==> src/rtl/parking_sensor_emulator.sv <==
// Parking-lot sensor emulator: turns enter/exit requests into gray-coded A/B crossing
// waveforms and keeps a shadow occupancy count for cross-checking the real counter.
module parking_sensor_emulator #(
  parameter int unsigned DWELL_CYCLES = 5,
  parameter int unsigned GAP_CYCLES   = 5,
  parameter int unsigned OCC_W        = 3,
  parameter int unsigned MAX_OCC      = 7
) (
  input  logic             CLK,
  input  logic             RST_N,
  input  logic             REQ_ENTER,
  input  logic             REQ_EXIT,
  output logic             A,
  output logic             B,
  output logic             READY,
  output logic             BUSY,
  output logic             DIR,
  output logic             DONE,
  output logic             REJECT,
  output logic [OCC_W-1:0] OCC
);

  localparam int unsigned MaxHold = (DWELL_CYCLES > GAP_CYCLES) ? DWELL_CYCLES : GAP_CYCLES;
  localparam int unsigned CntW    = $clog2(MaxHold + 1);

  localparam logic [CntW-1:0]  DwellLoad = CntW'(DWELL_CYCLES - 1);
  localparam logic [CntW-1:0]  GapLoad   = CntW'(GAP_CYCLES - 1);
  localparam logic [OCC_W-1:0] OccMax    = OCC_W'(MAX_OCC);

  typedef enum logic [2:0] {StIdle, StPh1, StPh2, StPh3, StGap} state_e;

  state_e           state_q, state_d;
  logic [CntW-1:0]  cnt_q, cnt_d;
  logic [OCC_W-1:0] occ_q, occ_d;
  logic             dir_q, dir_d;
  logic             done_q, done_d;
  logic             reject_q, reject_d;
  logic             a_q, a_d;
  logic             b_q, b_d;
  logic             can_enter, can_exit;

  assign can_enter = (occ_q != OccMax);
  assign can_exit  = (occ_q != '0);

  always_comb begin
    state_d  = state_q;
    cnt_d    = cnt_q;
    occ_d    = occ_q;
    dir_d    = dir_q;
    done_d   = 1'b0;
    reject_d = 1'b0;

    case (state_q)
      StIdle: begin
        if (REQ_ENTER && !REQ_EXIT && can_enter) begin
          state_d = StPh1;
          cnt_d   = DwellLoad;
          dir_d   = 1'b1;
        end else if (REQ_EXIT && !REQ_ENTER && can_exit) begin
          state_d = StPh1;
          cnt_d   = DwellLoad;
          dir_d   = 1'b0;
        end else if (REQ_ENTER || REQ_EXIT) begin
          reject_d = 1'b1;
        end
      end
      StPh1: begin
        if (cnt_q == '0) begin
          state_d = StPh2;
          cnt_d   = DwellLoad;
        end else begin
          cnt_d = cnt_q - CntW'(1);
        end
      end
      StPh2: begin
        if (cnt_q == '0) begin
          state_d = StPh3;
          cnt_d   = DwellLoad;
        end else begin
          cnt_d = cnt_q - CntW'(1);
        end
      end
      StPh3: begin
        if (cnt_q == '0) begin
          state_d = StGap;
          cnt_d   = GapLoad;
        end else begin
          cnt_d = cnt_q - CntW'(1);
        end
      end
      StGap: begin
        if (cnt_q == '0) begin
          state_d = StIdle;
          cnt_d   = '0;
          done_d  = 1'b1;
          occ_d   = dir_q ? (occ_q + OCC_W'(1)) : (occ_q - OCC_W'(1));
        end else begin
          cnt_d = cnt_q - CntW'(1);
        end
      end
      default: begin
        state_d = StIdle;
        cnt_d   = '0;
      end
    endcase
  end

  // A/B derive from the next state so the sensor lines change in the same edge as the state.
  always_comb begin
    a_d = 1'b0;
    b_d = 1'b0;
    case (state_d)
      StPh1: begin
        a_d = dir_d;
        b_d = !dir_d;
      end
      StPh2: begin
        a_d = 1'b1;
        b_d = 1'b1;
      end
      StPh3: begin
        a_d = !dir_d;
        b_d = dir_d;
      end
      default: begin
        a_d = 1'b0;
        b_d = 1'b0;
      end
    endcase
  end

  always_ff @(posedge CLK) begin
    if (!RST_N) begin
      state_q  <= StIdle;
      cnt_q    <= '0;
      occ_q    <= '0;
      dir_q    <= 1'b0;
      done_q   <= 1'b0;
      reject_q <= 1'b0;
      a_q      <= 1'b0;
      b_q      <= 1'b0;
    end else begin
      state_q  <= state_d;
      cnt_q    <= cnt_d;
      occ_q    <= occ_d;
      dir_q    <= dir_d;
      done_q   <= done_d;
      reject_q <= reject_d;
      a_q      <= a_d;
      b_q      <= b_d;
    end
  end

  assign A      = a_q;
  assign B      = b_q;
  assign READY  = (state_q == StIdle);
  assign BUSY   = (state_q != StIdle);
  assign DIR    = dir_q;
  assign DONE   = done_q;
  assign REJECT = reject_q;
  assign OCC    = occ_q;

endmodule

==> config.mk <==
export PLATFORM = sky130hd
export DESIGN_NAME = parking_sensor_emulator
export DESIGN_NICKNAME = d
export VERILOG_FILES = /design/src/rtl/parking_sensor_emulator.sv
export SDC_FILE = /design/constraint.sdc
export NUM_CORES = 1
export LEC_CHECK = 0
export CAP_MARGIN = 40
export CORE_MARGIN = 4
export CORE_UTILIZATION = 46
export DETAILED_ROUTE_END_ITERATION = 8
export PLACE_DENSITY_LB_ADDON = 0.3
export SLEW_MARGIN = 40
export SYNTH_ARGS = -nofsm -noshare
export SYNTH_HDL_FRONTEND = slang
export SYNTH_SLANG_ARGS = --single-unit
==> constraint.sdc <==
create_clock -name CLK -period 2 [get_ports CLK]
set_clock_uncertainty 0.2 [all_clocks]
set_input_delay 0.3 -clock CLK [delete_from_list [all_inputs] [get_ports CLK]]
set_output_delay 0.3 -clock CLK [all_outputs]
set_load 0.03 [all_outputs]
==> flow_summary.ini, run 1 <==
[critical_path]
critPathBufInv = 1
startpoint_type = flop
critPathKind = reg2out
cp.arrival_ps = 1450
slowest_stage = or3_4
slowest_delay_ps = 450
required_ps = 1500
worstPathCellList = or3_4 -> dlygate4sd2_1
setup.worst_path.end_class = output pin
cp_top_family = simple AND/OR/NAND/NOR gates
critPathMaxFanout = 6

[outcome]
status = complete, no violations

[pwr]
p_switching_uw = 648
power_frac_comb_pct = 59.3
ir_drop_v = 0.000856
pwr-share-clk_pct = 14.0
leakage_uw = 0.000427
power.internal_uw = 844
p_per_area_nw_per_um2 = 1390
p_seq_share_pct = 26.7
switching_share_pct = 43.4

[clock_network]
cts_setup_buffers = 0
clkTransAtPathRegs_ps = 90
clk_latency_ps = 280
cts_sinks = 14
cts_max_path_buffers = 2
cts_resized = 1
numCtsBuffers = 3
htree_levels = 1
cts-root-buf = clkbuf_4
cts_tree = built
holdBufCountCts = 0

[sta]
fin_ws_ps = 52.2
rsz0062_at_grt = no
final_max_slew_viol_count = 0
setup_tns_ps = 0
period_minus_slack_ps = 1950
finalHoldViolations = 0
relSlewSlack_pct = 73.1
fmax_mhz = 513
setup_viol = 0
tightest_slew_ps = 404
period_share_pct = 97.4

[route]
firstDrtPassIters = 4
drc = 0
vias_per_cell = 5.22
drt_first_iter_violations = 26
drt-met1-wl_um = 846
wl_per_cell_um = 12.8
met2_length_um = 848
ant_nets = 0
met3_length_um = 64
vias = 725
top_layer = met4
drt-total-wl_um = 1780

[floorplanning]
core_area_um2 = 1730
rows = 15
dieArea_um2 = 2550
dieHeight_um = 50.5
ioPinCount = 14
start_util_pct = 48.0
die_w_um = 50.5

[placed_design]
portBuffers = 13
dp_hpwl_um = 1380
gp_congestion = 0.811
pre_cts_slack_ps = -74.3

[synth]
ys_warn_count = 0
syn_inst = 89
ys_async_sr_fraction_pct = 0
ys_seq_area_share_pct = 33.8
ys_ff_latch = 14
ys.flop_type = dfxtp_1
syn_area_per_cell_um2 = 9.32
synth_cell_type_count = 37
syn-num-nets = 94
synth-edff-count = 0
syn_area_um2 = 830

[global_route]
grt_max_degree = 9
grt_pass1_wl_um = 3170
track_usage_pct = 16.4
antenna_found_initial = 0
grt_overflow = 0
first_global_vias = 699

[layout]
fin_nets = 120
layout-area-overhead-vs-synth_pct = 29.6
num_antenna_cells = 0
final_layout_size_suffix_gt1_share_pct = 28.9
utilization_pct = 62.2

[flow_run]
maxCapViolCount = 0

[hold_path]
hp-class = reg2reg
==> logic make-up (layout without fill, tap and decap cells) <==
kind of cell / after synthesis / in the layout / share of synthesized area [%]
flip-flops: 14 / 14 / 33.8
adder cells (fa/ha/maj): 3 / 3 / 4.98
XOR/XNOR: 4 / 4 / 4.22
AO/OA/AOI/OAI: 18 / 18 / 19.2
multiplexers: 4 / 4 / 4.98
buffers and inverters: 9 / 34 / 8.29
AND/OR/NAND/NOR: 37 / 37 / 24.6
==> sequential cells by signal (all words and copies together) (netlist names) <==
register  count
DIR           1
cnt_q         3
B             1
REJECT        1
A             1
DONE          1
state_q       3
OCC           3
==> power groups by stage <==
stage          combinational (uW)  clock (uW)  sequential, uW
2_1_floorplan                 606           0             463
3_3_place_gp                  885           0             402
3_5_place_dp                  896           0             405
4_1_cts                       888         215             400
5_1_grt                       953         233             412
6_report                      885         208             399
==> tightest hold or removal path: stages, from the launching register on <==
cell     delay, ps
dfxtp_1        350
o21ai_0         90
a21oi_1         60
==> placed cells by master (no fill, tap or decap), types with 2 or more instances in the layout <==
cell	n
nor2_1	12
clkbuf_4	3
inv_1	4
xor2_1	3
a21oi_1	4
nand2_1	6
nor3_1	3
dfxtp_1	13
nand3_1	3
mux2i_1	3
buf_4	13
nor2b_1	2
nand4b_1	2
clkdlybuf4s50_1	11
o21ai_0	5
==> final cells by class <==
type,instances,area [um^2]
inverters,5,23.8
flip-flops and latches,14,282
clock buffers,4,36.3
well taps,25,31.3
repair buffers,25,216
fillers,162,652
multi-input cells,66,485
==> per-layer routing <==
metal,vias to the layer above,GRT usage (%)
met3,2,3.56
met4,0,6.73
met5,-,0
met1,343,21.2
li1,362,-
met2,18,26.3
==> worst paths after layout <==
| check | start | to | slack [ps] | depth (start not counted) |
|---|---|---|---|---|
| max | state_q[2]$_SDFF_PN0_ | BUSY | 50 | 2 |
| min | OCC[2]$_SDFFE_PN0P_ | OCC[2]$_SDFFE_PN0P_ | 340 | 2 |
| min reg2reg | OCC[2]$_SDFFE_PN0P_ | OCC[2]$_SDFFE_PN0P_ | 340 | 2 |
| max reg2reg | state_q[2]$_SDFF_PN0_ | A$_SDFF_PN0_ | 100 | 5 |
==> synth_stat cells (2+ instances only) <==
master / n / area [um^2]
o21ai_0: 5 / 25.0
a21oi_1: 4 / 20.0
xor2_1: 3 / 26.3
nor3_1: 3 / 15.0
dfxtp_1: 14 / 280
nand4b_1: 2 / 17.5
mux2i_1: 3 / 30.0
nand3_1: 3 / 15.0
nor2_1: 12 / 45.0
inv_1: 4 / 15.0
nand2_1: 6 / 22.5
nor2b_1: 2 / 12.5
buf_6: 4 / 45.0
==> per-stage QoR <==
| step | hold slack [ps] | power, uW | instances | instance area, um^2 |
|---|---|---|---|---|
| floorplan | 236 | 1070 | 89 | 836 |
| global placement | 308 | 1290 | 135 | 1040 |
| detailed placement | 329 | 1300 | 135 | 1040 |
| CTS | 342 | 1500 | 139 | 1070 |
| global route | 366 | 1600 | 139 | 1070 |
| finish | 339 | 1490 | 139 | 1070 |
Power figures use the tool's default switching activity.
==> run 2: changes to the inputs <==
--- a/config.mk
+++ b/config.mk
@@ -5,12 +5,13 @@
 export SDC_FILE = /design/constraint.sdc
 export NUM_CORES = 1
 export LEC_CHECK = 0
+export ABC_AREA = 1
 export CAP_MARGIN = 40
 export CORE_MARGIN = 4
-export CORE_UTILIZATION = 46
+export CORE_UTILIZATION = 44
 export DETAILED_ROUTE_END_ITERATION = 8
 export PLACE_DENSITY_LB_ADDON = 0.3
-export SLEW_MARGIN = 40
+export SLEW_MARGIN = 5
 export SYNTH_ARGS = -nofsm -noshare
 export SYNTH_HDL_FRONTEND = slang
 export SYNTH_SLANG_ARGS = --single-unit
==> constraint.sdc (replaced) <==
create_clock -name CLK -period 2 [get_ports CLK]
set_clock_uncertainty 0.2 [all_clocks]
set_input_delay 0.3 -clock CLK [delete_from_list [all_inputs] [get_ports CLK]]
set_output_delay 0.3 -clock CLK [all_outputs]
set_load 0.01 [all_outputs]
==> run 2 against run 1 <==
Effect of this change:
- count of clock-buffer cells in the layout is the same
- highest routed layer unchanged
- largest power group unchanged
- worst setup slack gained 19 ps
- sequential share of layout area grew 4.5 points
- utilization shrank 2.7 points
- die area shrank 6.5%
- critical path depth grew 1
- synthesized area shrank 12%
- global-route usage shrank 3.9 points
- clock power shrank 3%
==> flow_summary.ini, run 2 <==
[global_route]
first_global_vias = 556
antenna_found_initial = 0
track_usage_pct = 12.6
grt_pass1_wl_um = 2370
grt_max_degree = 12
grt_overflow = 0

[synth]
synth_area_leaders = dfxtp_1 38%, nand2_1 9.2%, a21oi_1 6.2%
ys_warn_count = 0
ys_async_sr_fraction_pct = 0
synth_top_cells_by_count = 18 x nand2_1, 14 x dfxtp_1, 12 x nor2_1, 9 x a21oi_1, 9 x inv_1
synth_cell_type_count = 24
ys_ff_latch = 14
synth_top_area_share_pct = 38.3
ys_seq_area_share_pct = 38.3
syn-num-nets = 103
synth-edff-count = 0
syn_area_um2 = 732
yosysTopAreaCell = dfxtp_1
ys.flop_type = dfxtp_1
syn_area_per_cell_um2 = 7.47
synth_most_common_cell = nand2_1
syn_inst = 98

[layout]
fin_nets = 120
fillers = 146
num_antenna_cells = 0
fin_area_um2 = 918
utilization_pct = 59.6
final_layout_size_suffix_gt1_share_pct = 19.3
layout_common_cells = 18 x nand2_1, 13 x dfxtp_1, 12 x nor2_1, 12 x clkdlybuf4s50_1
final_common_cell = nand2_1
layout-area-overhead-vs-synth_pct = 25.5

[route]
firstDrtPassIters = 4
drc = 0
drt_first_iter_violations = 12
vias_per_cell = 4.95
drt-total-wl_um = 1370
wl_per_cell_um = 10.5
ant_nets = 0
vias = 644

[critical_path]
cp.arrival_ps = 1430
slowest_delay_ps = 550
critPathBufInv = 1
required_ps = 1500
r2r_slack_ps = 340
critPathKind = reg2out
r2r-start = DIR$_SDFF_PN0_
setup.worst_path.end_class = output pin
slowest_stage = clkdlybuf4s50_1
critPathMaxFanout = 3
cp_top_family = buffers and inverters
r2r_cells = 6
startpoint_type = flop
rr_endpoint = OCC[2]$_SDFFE_PN0P_
worstPathCellList = nor2_1 -> nand2_1 -> clkdlybuf4s50_1

[floorplanning]
start_util_pct = 47.5
dieHeight_um = 48.8
rows = 14
dieArea_um2 = 2380
ioPinCount = 14
core_area_um2 = 1540
die_w_um = 48.8

[clock_network]
clk_latency_ps = 280
cts_sinks = 14
numCtsBuffers = 3
cts_setup_buffers = 0
htree_levels = 1
clkTransAtPathRegs_ps = 90
cts-root-buf = clkbuf_4
cts_max_path_buffers = 2
cts_tree = built
holdBufCountCts = 0

[pwr]
power.total_uw = 1260
leakage_uw = 0.000389
p_per_area_nw_per_um2 = 1370
ir_drop_v = 0.000822

[outcome]
status = complete, no violations

[sta]
fmax_mhz = 518
tightest_slew_ps = 346
rsz0062_at_grt = no
setup_tns_ps = 0
period_minus_slack_ps = 1930
relSlewSlack_pct = 76.9
period_share_pct = 96.5
setup_viol = 0
final_max_slew_viol_count = 0
finalHoldViolations = 0
fin_ws_ps = 70.8

[placed_design]
dpl-instance-area_um2 = 878
dp_hpwl_um = 1080
pre_cts_slack_ps = 178
gp_congestion = 0.790
portBuffers = 13

[hold_path]
hp-class = reg2reg
worstHoldEndpoint = cnt_q[2]$_SDFFE_PN0P_
worstHoldPathCells = 2
min_from = cnt_q[2]$_SDFFE_PN0P_

[flow_run]
maxCapViolCount = 0
## run 2: cell families after synthesis
logic type      after synthesis  synth area share (%)
simple gates                 49                  35.4
fa+ha+maj                     1                  2.74
compound gates               16                  12.3
buf+inv                      15                  7.69
flops                        14                  38.3
xor+xnor                      3                  3.59
## run 2: through the flow
step / hold slack, ps / std cells
2_1_floorplan: 236 / 98
6_report: 282 / 130
4_1_cts: 292 / 130
3_3_place_gp: 266 / 126
3_5_place_dp: 279 / 126
5_1_grt: 331 / 130
## run 2: how the worst max path moves through the flow
stage                                startpoint             endpoint  cells past startpoint
after floorplan                  DIR$_SDFF_PN0_  OCC[2]$_SDFFE_PN0P_                      6
after global placement                REQ_ENTER         A$_SDFF_PN0_                      8
after detailed placement              REQ_ENTER         A$_SDFF_PN0_                      8
after CTS                 state_q[1]$_SDFF_PN0_                READY                      4
after global routing      state_q[2]$_SDFF_PN0_                 BUSY                      3
final                     state_q[0]$_SDFF_PN0_                 BUSY                      3
## run 2: area by class of cell
cell class | instances | area [um^2] | share of cell area, %
clock buffer | 4 | 36.3 | 3.95
inverter | 14 | 52.6 | 5.72
multi-input combinational | 69 | 395 | 43.1
sequential | 14 | 282 | 30.7
tap | 16 | 20.0 | 2.18
timing repair buffer | 13 | 133 | 14.4
## run 2: repair_timing
item                                    CTS  global route
endpoints found under the setup margin    1             1
pin swaps                                 0             0
gates resized for setup                   1             1
## run 2: tightest hold or removal path, stage by stage (launching register included)
cell	delay [ps]
dfxtp_1	310
o21ai_0	70
a21oi_1	60
## run 2: layer usage
metal | global-route usage [%] | wire [um] | vias up
met1 | 15.6 | 678 | 281
met4 | 4.04 | 10 | 0
met3 | 7.65 | 95 | 2
met2 | 17.8 | 585 | 13
met5 | 0 | 0 | -
li1 | - | - | 348
## run 2: report_power, final
part | internal, uW | leakage, uW | switching (uW) | total [uW]
Sequential | 348 | 0.000115 | 53.5 | 401
Combinational | 281 | 0.000253 | 373 | 655
Clock | 111 | 0.0000210 | 91.2 | 202
